`src/rtl/multicycle_pkg.sv`:
```
// Shared types and encodings for the multi-cycle RV32 control FSM.
// MULTICYCLE_CTRL_ITYPE_EN adds the I-type ALU path (EXECI state).
package multicycle_pkg;

  typedef enum logic [3:0] {
    S_FETCH    = 4'd0,
    S_DECODE   = 4'd1,
    S_MEMADR   = 4'd2,
    S_MEMREAD  = 4'd3,
    S_MEMWB    = 4'd4,
    S_MEMWRITE = 4'd5,
    S_EXECR    = 4'd6,
    S_ALUWB    = 4'd7,
    S_EXECI    = 4'd8,
    S_BEQ      = 4'd9
  } state_e;

  localparam logic [6:0] OP_LOAD   = 7'b0000011;
  localparam logic [6:0] OP_STORE  = 7'b0100011;
  localparam logic [6:0] OP_RTYPE  = 7'b0110011;
  localparam logic [6:0] OP_ITYPE  = 7'b0010011;
  localparam logic [6:0] OP_BRANCH = 7'b1100011;

  localparam logic [1:0] ALUOP_ADD   = 2'b00;
  localparam logic [1:0] ALUOP_SUB   = 2'b01;
  localparam logic [1:0] ALUOP_FUNCT = 2'b10;

  localparam logic [1:0] RES_ALUOUT  = 2'b00;
  localparam logic [1:0] RES_MEMDATA = 2'b01;
  localparam logic [1:0] RES_ALU     = 2'b10;

  localparam logic [1:0] SRCA_PC    = 2'b00;
  localparam logic [1:0] SRCA_OLDPC = 2'b01;
  localparam logic [1:0] SRCA_RS1   = 2'b10;

  localparam logic [1:0] SRCB_RS2  = 2'b00;
  localparam logic [1:0] SRCB_IMM  = 2'b01;
  localparam logic [1:0] SRCB_FOUR = 2'b10;

  // Successor of DECODE; unsupported opcodes fall back to FETCH.
  function automatic state_e decode_next(input logic [6:0] op);
    state_e nxt;
    nxt = S_FETCH;
    case (op)
      OP_LOAD, OP_STORE: nxt = S_MEMADR;
      OP_RTYPE:          nxt = S_EXECR;
      OP_BRANCH:         nxt = S_BEQ;
`ifdef MULTICYCLE_CTRL_ITYPE_EN
      OP_ITYPE:          nxt = S_EXECI;
`endif
      default:           nxt = S_FETCH;
    endcase
    return nxt;
  endfunction

  function automatic logic op_legal(input logic [6:0] op);
    return decode_next(op) != S_FETCH;
  endfunction

endpackage

```
`src/rtl/ctrl_out_decode.sv`:
```
// Combinational state -> datapath controls; zero latency, outputs forced low in reset.
// pc_write is the only output that also depends on the live ALU zero flag.
module ctrl_out_decode
  import multicycle_pkg::*;
(
  input  logic       rst_n,
  input  logic [3:0] state_in,
  input  logic [6:0] opcode,
  input  logic       zero,
  output logic       pc_write,
  output logic       adr_src,
  output logic       mem_write,
  output logic       ir_write,
  output logic [1:0] result_src,
  output logic [1:0] alu_src_a,
  output logic [1:0] alu_src_b,
  output logic       reg_write,
  output logic [1:0] alu_op,
  output logic       illegal,
  output logic [3:0] state
);

  logic pc_update;
  logic branch;

  always_comb begin
    pc_update  = 1'b0;
    branch     = 1'b0;
    adr_src    = 1'b0;
    mem_write  = 1'b0;
    ir_write   = 1'b0;
    result_src = RES_ALUOUT;
    alu_src_a  = SRCA_PC;
    alu_src_b  = SRCB_RS2;
    reg_write  = 1'b0;
    alu_op     = ALUOP_ADD;
    illegal    = 1'b0;
    if (rst_n) begin
      case (state_in)
        S_FETCH: begin
          ir_write   = 1'b1;
          alu_src_a  = SRCA_PC;
          alu_src_b  = SRCB_FOUR;
          alu_op     = ALUOP_ADD;
          result_src = RES_ALU;
          pc_update  = 1'b1;
        end
        S_DECODE: begin
          // Precompute branch target into ALUOut while decoding.
          alu_src_a = SRCA_OLDPC;
          alu_src_b = SRCB_IMM;
          alu_op    = ALUOP_ADD;
          illegal   = ~op_legal(opcode);
        end
        S_MEMADR: begin
          alu_src_a = SRCA_RS1;
          alu_src_b = SRCB_IMM;
          alu_op    = ALUOP_ADD;
        end
        S_MEMREAD: begin
          adr_src    = 1'b1;
          result_src = RES_ALUOUT;
        end
        S_MEMWB: begin
          result_src = RES_MEMDATA;
          reg_write  = 1'b1;
        end
        S_MEMWRITE: begin
          adr_src    = 1'b1;
          result_src = RES_ALUOUT;
          mem_write  = 1'b1;
        end
        S_EXECR: begin
          alu_src_a = SRCA_RS1;
          alu_src_b = SRCB_RS2;
          alu_op    = ALUOP_FUNCT;
        end
        S_ALUWB: begin
          result_src = RES_ALUOUT;
          reg_write  = 1'b1;
        end
`ifdef MULTICYCLE_CTRL_ITYPE_EN
        S_EXECI: begin
          alu_src_a = SRCA_RS1;
          alu_src_b = SRCB_IMM;
          alu_op    = ALUOP_FUNCT;
        end
`endif
        S_BEQ: begin
          alu_src_a  = SRCA_RS1;
          alu_src_b  = SRCB_RS2;
          alu_op     = ALUOP_SUB;
          result_src = RES_ALUOUT;
          branch     = 1'b1;
        end
        default: ;
      endcase
    end
  end

  assign pc_write = pc_update | (branch & zero);
  assign state    = rst_n ? state_in : 4'd0;

endmodule

```
`src/rtl/multicycle_ctrl.sv`:
```
// Multi-cycle RV32 main control FSM: 3-5 cycles per instruction, no backpressure.
// Define MULTICYCLE_CTRL_ITYPE_EN to add the I-type ALU path (opcode 0010011).
module multicycle_ctrl
  import multicycle_pkg::*;
(
  input  logic       clk,
  input  logic       rst_n,
  input  logic [6:0] opcode,
  input  logic       zero,
  output logic       pc_write,
  output logic       adr_src,
  output logic       mem_write,
  output logic       ir_write,
  output logic [1:0] result_src,
  output logic [1:0] alu_src_a,
  output logic [1:0] alu_src_b,
  output logic       reg_write,
  output logic [1:0] alu_op,
  output logic       illegal,
  output logic [3:0] state
);

  state_e state_q;
  state_e state_d;

  // Opcode is only looked at in DECODE and MEMADR.
  always_comb begin
    state_d = S_FETCH;
    case (state_q)
      S_FETCH:   state_d = S_DECODE;
      S_DECODE:  state_d = decode_next(opcode);
      S_MEMADR:  state_d = opcode[5] ? S_MEMWRITE : S_MEMREAD;
      S_MEMREAD: state_d = S_MEMWB;
      S_EXECR:   state_d = S_ALUWB;
`ifdef MULTICYCLE_CTRL_ITYPE_EN
      S_EXECI:   state_d = S_ALUWB;
`endif
      default:   state_d = S_FETCH;
    endcase
  end

  always_ff @(posedge clk) begin
    if (!rst_n) state_q <= S_FETCH;
    else        state_q <= state_d;
  end

  ctrl_out_decode u_out (
    .rst_n      (rst_n),
    .state_in   (state_q),
    .opcode     (opcode),
    .zero       (zero),
    .pc_write   (pc_write),
    .adr_src    (adr_src),
    .mem_write  (mem_write),
    .ir_write   (ir_write),
    .result_src (result_src),
    .alu_src_a  (alu_src_a),
    .alu_src_b  (alu_src_b),
    .reg_write  (reg_write),
    .alu_op     (alu_op),
    .illegal    (illegal),
    .state      (state)
  );

endmodule

```
`config.mk`:
```
export PLATFORM = sky130hd
export DESIGN_NAME = multicycle_ctrl
export DESIGN_NICKNAME = d
export VERILOG_FILES = /design/src/rtl/multicycle_pkg.sv /design/src/rtl/ctrl_out_decode.sv /design/src/rtl/multicycle_ctrl.sv
export SDC_FILE = /design/constraint.sdc
export NUM_CORES = 1
export LEC_CHECK = 0
export CORE_MARGIN = 4
export CORE_UTILIZATION = 31
export DETAILED_ROUTE_END_ITERATION = 6
export PLACE_DENSITY = 0.68
export SYNTH_ARGS = -nofsm -noshare
export SYNTH_HDL_FRONTEND = slang
export SYNTH_SLANG_ARGS = --single-unit
```
`constraint.sdc`:
```
create_clock -name clk -period 1.3 [get_ports clk]
set_clock_uncertainty 0.2 [all_clocks]
set_input_delay 0.13 -clock clk [delete_from_list [all_inputs] [get_ports clk]]
set_output_delay 0.13 -clock clk [all_outputs]
set_load 0.01 [all_outputs]
```
==> After elaboration in Yosys (flattened, before gate mapping) <==
Index checks and enable logic that the tools add are counted.
{ "op_classes": {"muxes": 26, "n_reduce_logical": 7, "bitwise": 3, "eq_ne": 12} }
{ "ops": {"columns": ["cell", "count"], "rows": [
  ["$pmux 4 s5", 1],
  ["$eq 4x3->1 const B", 4],
  ["$pmux 2 s2", 4],
  ["$eq 7x6->1 const B", 2],
  ["$mux 1", 12],
  ["$mux 4", 3],
  ["$pmux 4 s3", 1],
  ["$eq 4x2->1 const B", 2],
  ["$mux 2", 4],
  ["$reduce_or 2->1", 4],
  ["$eq 7x2->1 const B", 1],
  ["$eq 7x7->1 const B", 1],
  ["$eq 4x1->1 const B", 1],
  ["$eq 4x4->1 const B", 1],
  ["$logic_not 4->1", 1],
  ["$reduce_bool 4->1", 1],
  ["$mux 3", 1],
  ["$reduce_or 3->1", 1],
  ["$and 1x1->1", 1],
  ["$not 1->1", 1],
  ["$or 1x1->1", 1]
]} }
{ "totals": {"in_bits": 10, "register_bits": 4, "out_inout_bits": 18, "wordCells": 49} }

==> Depth between registers and ports, before layout <==
{ "depth": {"word_depth": 9, "ltp_mapped": 5, "ltp_nobuf": 3} }

==> By module <==
From an unflattened synthesis, not the netlist that was laid out.
{ "hier_totals": {"hier_cells": 58, "hier_area_um2": 506.7} }
{ "by_module_without_submodules": {"columns": ["mod", "seq_area_each_um2", "n_inst", "area_per_inst_um2", "cells_per_inst"], "rows": [
  ["ctrl_out_decode", 0.0, 1, 275.3, 34],
  ["multicycle_ctrl", 80.1, 1, 231.5, 24]
]} }

==> Worst setup path after synthesis <==
No wires, ideal clock.
{ "synth_timing": {"path_type": "register -> output", "startpoint": "reg state_q[2]", "endpoint": "out result_src[1]", "path_buffers": 3, "slack_ps": -331, "required_time_ps": 970, "t_arrival_ps": 1301, "path_stages_with_launch": 5, "path_cell_list": "dfxtp_1 buf_2 buf_2 nor4_1 buf_4"} }
{ "synth_between": {"elab_chain_len": 3, "word_cells_on_any_way": 4, "classes_between": "1 x eq/ne; 2 x mux; 1 x reduce/logical"} }
{ "synth_lines": {"columns": ["element", "line", "rtl"], "rows": [
  ["from (decl)", "multicycle_ctrl.sv:23", "state_e state_q;"],
  ["from (signal assigned)", "multicycle_ctrl.sv:44", "else state_q <= state_d;"],
  ["$eq 4x3->1 or $logic_not 4->1 (tied branches)", "ctrl_out_decode.sv:39", "case (state_in)"],
  ["$pmux 2 s2 *", "ctrl_out_decode.sv:39", null],
  ["$mux 2 *", "ctrl_out_decode.sv:38", "if (rst_n) begin"],
  ["to (decl)", "multicycle_ctrl.sv:14", "output logic [1:0] result_src,"]
]} }
Every way passes the cells marked *; elsewhere a longest branch is shown, timed or not.

==> Worst setup path in the final report <==
{ "layout_timing": {"startpoint": "reg state_q[1]", "endpoint": "out alu_src_a[1]"} }
{ "layout_between": {"elab_chain_len": 4, "word_cells_on_any_way": 7, "classes_between": "4 x eq/ne; 2 x mux; 1 x reduce/logical"} }
{ "layout_lines": {"columns": ["element", "line", "rtl"], "rows": [
  ["$eq 4x2->1 (tied with other cells)", "ctrl_out_decode.sv:39", null],
  ["$reduce_or 3->1 (no line)", null, null],
  ["$pmux 2 s2 *", "ctrl_out_decode.sv:39", null],
  ["$mux 2 *", "ctrl_out_decode.sv:38", null],
  ["to (decl)", "multicycle_ctrl.sv:15", "output logic [1:0] alu_src_a,"]
]} }
Marked as above.

==> impl_metrics.env <==
export IMPL_fin_area_mm2=0.001002
export IMPL_r2r_end="state_q[0]$_SDFF_PN0_"
export IMPL_ioPinCount=28
export IMPL_yosys_warnings=0
export IMPL_place_area_um2=862.1
export IMPL_drc=0
export IMPL_dieHeight_um=45.91
export IMPL_routed_wirelength_um=1616
export IMPL_antenna_cells=0
export IMPL_grt_pass1_vias=635
export IMPL_fin_crit_sh=1.210
export IMPL_final_layout_size_suffix_gt1_frac=0.6296
export IMPL_dpl_hpwl_um=1091
export IMPL_cts_tree="built"
export IMPL_grt_usage=0.1638
export IMPL_hold_viol_final=0
export IMPL_num_vias=610
export IMPL_drtIter0Drc=3
export IMPL_numCtsBuffers=3
export IMPL_grt_max_degree=8
export IMPL_core_mm2=0.001334
export IMPL_synth_nets=69
export IMPL_p_leak_nw=0.4649
export IMPL_post_route_min_period_ns=1.574
export IMPL_cts_sinks=4
export IMPL_min_path_cells=4
export IMPL_drv_cap=0
export IMPL_firstDrtPassIters=4
export IMPL_antenna_found_initial=0
export IMPL_routedWlPerCell_um=13.14
export IMPL_clk_latency_ns=0.23
export IMPL_gp_congestion=0.7314
export IMPL_path_class="reg2out"
export IMPL_path_clk_slew_ns=0.04
export IMPL_clock_path_buffers=2
export IMPL_synth_area_leader_cell="dfxtp_1"
export IMPL_status="finished, violations left"
export IMPL_ys_seq_elements=4
export IMPL_setup_slack_ns=-0.2736
export IMPL_dieArea_mm2=0.002107
export IMPL_critPathLaunchType="flip-flop"
export IMPL_rrSetupSlack_ns=-0.23
export IMPL_port_buffers=27
export IMPL_grt_overflow=0
export IMPL_final_setup_viol_count=18
export IMPL_yosys_top_cells_area="dfxtp_1 (18%), and2_1 (7.0%), nand2b_1 (5.6%), nor4b_4 (5.3%), nor3b_1 (5.1%)"
export IMPL_rsz0062_at_grt="yes"
export IMPL_cts_root_buf="clkbuf_4"
export IMPL_ff2ff_path_depth=5
export IMPL_worstMarginPinSlew_ns=0.2561
export IMPL_ys_types=30
export IMPL_crit_fanout=4
export IMPL_slew_headroom=0.8285
export IMPL_worstHoldPathType="in2reg"
export IMPL_whs_endpoint="state_q[2]$_SDFF_PN0_"
export IMPL_yosysSeqAreaShare=0.1798
export IMPL_violations="negative setup slack"
export IMPL_areaGrowthSynthToFinish_pct=125.0
export IMPL_ir_drop_v=0.0002943
export IMPL_synth_top_area_frac=0.1798
export IMPL_clock_fmax_mhz=635.5
export IMPL_dp_worst_setup_slack_ns=-0.6861
export IMPL_rows=13
export IMPL_dp_cells=112
export IMPL_drtAntennaViolNets=0
export IMPL_maxSlewViolCount=0
export IMPL_final_cells=123
export IMPL_largest_reg_flops=4
export IMPL_initial_utilization=0.3340
export IMPL_critPathRequiredTime_ns=0.97
export IMPL_reg_top3="state_q (4)"
export IMPL_htree_num_levels=1
export IMPL_p_total_mw=0.4585
export IMPL_fin_nets=120
export IMPL_post_drt_via_cell_ratio=4.959
export IMPL_synth_avg_cell_area_um2=7.550
export IMPL_worstPathArrival_ns=1.24
export IMPL_regMostFlops="state_q"
export IMPL_dieWidth_um=45.91
export IMPL_power_density_mw_per_mm2=457.5
export IMPL_grt_pass1_wl_um=2615
export IMPL_netlist_area_um2=445.4
export IMPL_min_from="opcode[5]"
export IMPL_worstSetupEndpointType="primary output"
export IMPL_r2r_start="state_q[2]$_SDFF_PN0_"
export IMPL_syn_inst=59
synth_stat cells:
| library cell | n |
|---|---|
| o21ai_0 | 2 |
| a21oi_1 | 3 |
| xor2_1 | 1 |
| nor2_1 | 5 |
| nor3_2 | 1 |
| and3_1 | 2 |
| nand4b_1 | 2 |
| a211oi_1 | 1 |
| nand2b_1 | 4 |
| and2_1 | 5 |
| buf_4 | 1 |
| nand4_1 | 2 |
| nand2_1 | 2 |
| o21a_1 | 1 |
| and4bb_2 | 1 |
| dfxtp_1 | 4 |
| or3_1 | 1 |
| nor3b_1 | 3 |
| a211o_1 | 1 |
| a21o_1 | 1 |
| buf_6 | 1 |
| nor4b_4 | 1 |
| and4_1 | 1 |
| nand3_1 | 1 |
| nor3_1 | 1 |
| inv_1 | 1 |
| buf_2 | 4 |
| a21boi_0 | 1 |
| nor4_1 | 2 |
| nor2b_1 | 3 |
metrics by stage:
stage	hold slack [ns]	setup TNS (ns)	utilization
4_1_cts	0.4196	-3.220	0.7261
6_report	0.4415	-3.389	0.7514
5_1_grt	0.4689	-4.687	0.7514
3_5_place_dp	0.4534	-10.97	0.6463
2_1_floorplan	0.08147	-0.1495	-
3_3_place_gp	0.4550	-10.54	0.6463
worst max path at each step:
| stage | slack [ns] | start | cells after the start | end |
|---|---|---|---|---|
| after floorplan | -0.09 | state_q[2]$_SDFF_PN0_ | 4 | result_src[1] |
| after global placement | -0.66 | rst_n | 5 | alu_src_b[0] |
| after detailed placement | -0.69 | rst_n | 5 | alu_src_b[0] |
| after CTS | -0.28 | state_q[1]$_SDFF_PN0_ | 5 | alu_src_a[1] |
| after global routing | -0.35 | state_q[1]$_SDFF_PN0_ | 5 | alu_src_a[1] |
| final | -0.27 | state_q[1]$_SDFF_PN0_ | 5 | alu_src_a[1] |
placed cells by master, fill, tap and decap left out, types with 2 or more instances in the layout:
| cell | synthesis | final |
|---|---|---|
| nor2b_1 | 3 | 2 |
| clkbuf_4 | 0 | 3 |
| and2_4 | 0 | 5 |
| nor3b_1 | 3 | 2 |
| buf_4 | 1 | 13 |
| nand4b_1 | 2 | 2 |
| a21oi_1 | 3 | 3 |
| nand4_1 | 2 | 2 |
| nor2_1 | 5 | 5 |
| and3_1 | 2 | 2 |
| buf_6 | 1 | 16 |
| dfxtp_4 | 0 | 4 |
| clkdlybuf4s50_1 | 0 | 8 |
| nand2b_4 | 0 | 3 |
| buf_2 | 4 | 13 |
critical path, stage by stage (launching register included):
cell and delay, ns:
dfxtp_4 0.35, nand2b_4 0.15, buf_12 0.13, nor3b_2 0.15, o21a_1 0.12, buf_2 0.12
cell families (layout without fill, tap and decap cells):
kind of cell / count (synthesis) / count (layout) / synth area share
and+or+nand+nor: 37 / 37 / 0.5618
AOI/OAI and AO/OA: 10 / 10 / 0.1433
buffers and inverters: 7 / 56 / 0.09550
DFF: 4 / 4 / 0.1798
xor gates and xnor gates: 1 / 1 / 0.01967
routing by layer:
layer / track usage / wire [um] / up-vias
met1: 0.1977 / 701 / 283
met5: 0 / 0 / -
met4: 0.06250 / 0 / 0
met3: 0.01186 / 76 / 0
li1: - / - / 311
met2: 0.2940 / 838 / 16
power breakdown:
part	internal (mW)	switching [mW]
clock	0.103	0.0504
sequential	0.120	0.00482
combinational	0.110	0.0704
area by class of cell:
type                            instances  area [um^2]
Clock buffer                            3        22.52
Fill cell                             104        331.6
Inverter                                1        3.754
Multi-Input combinational cell         48        410.4
Sequential cell                         4        95.09
Tap cell                               15        18.77
Timing Repair Buffer                   52        451.7
what timing repair did:
| action | in CTS | in global routing |
|---|---|---|
| buffers inserted | 8 | 0 |
| pin swaps | 12 | 9 |
| hold buffers | 0 | 0 |
| resized for setup | 103 | 8 |
| endpoints found under the setup margin | 22 | 22 |
| gates cloned | 0 | 0 |
No activity file was read; power rests on OpenSTA's default activity.
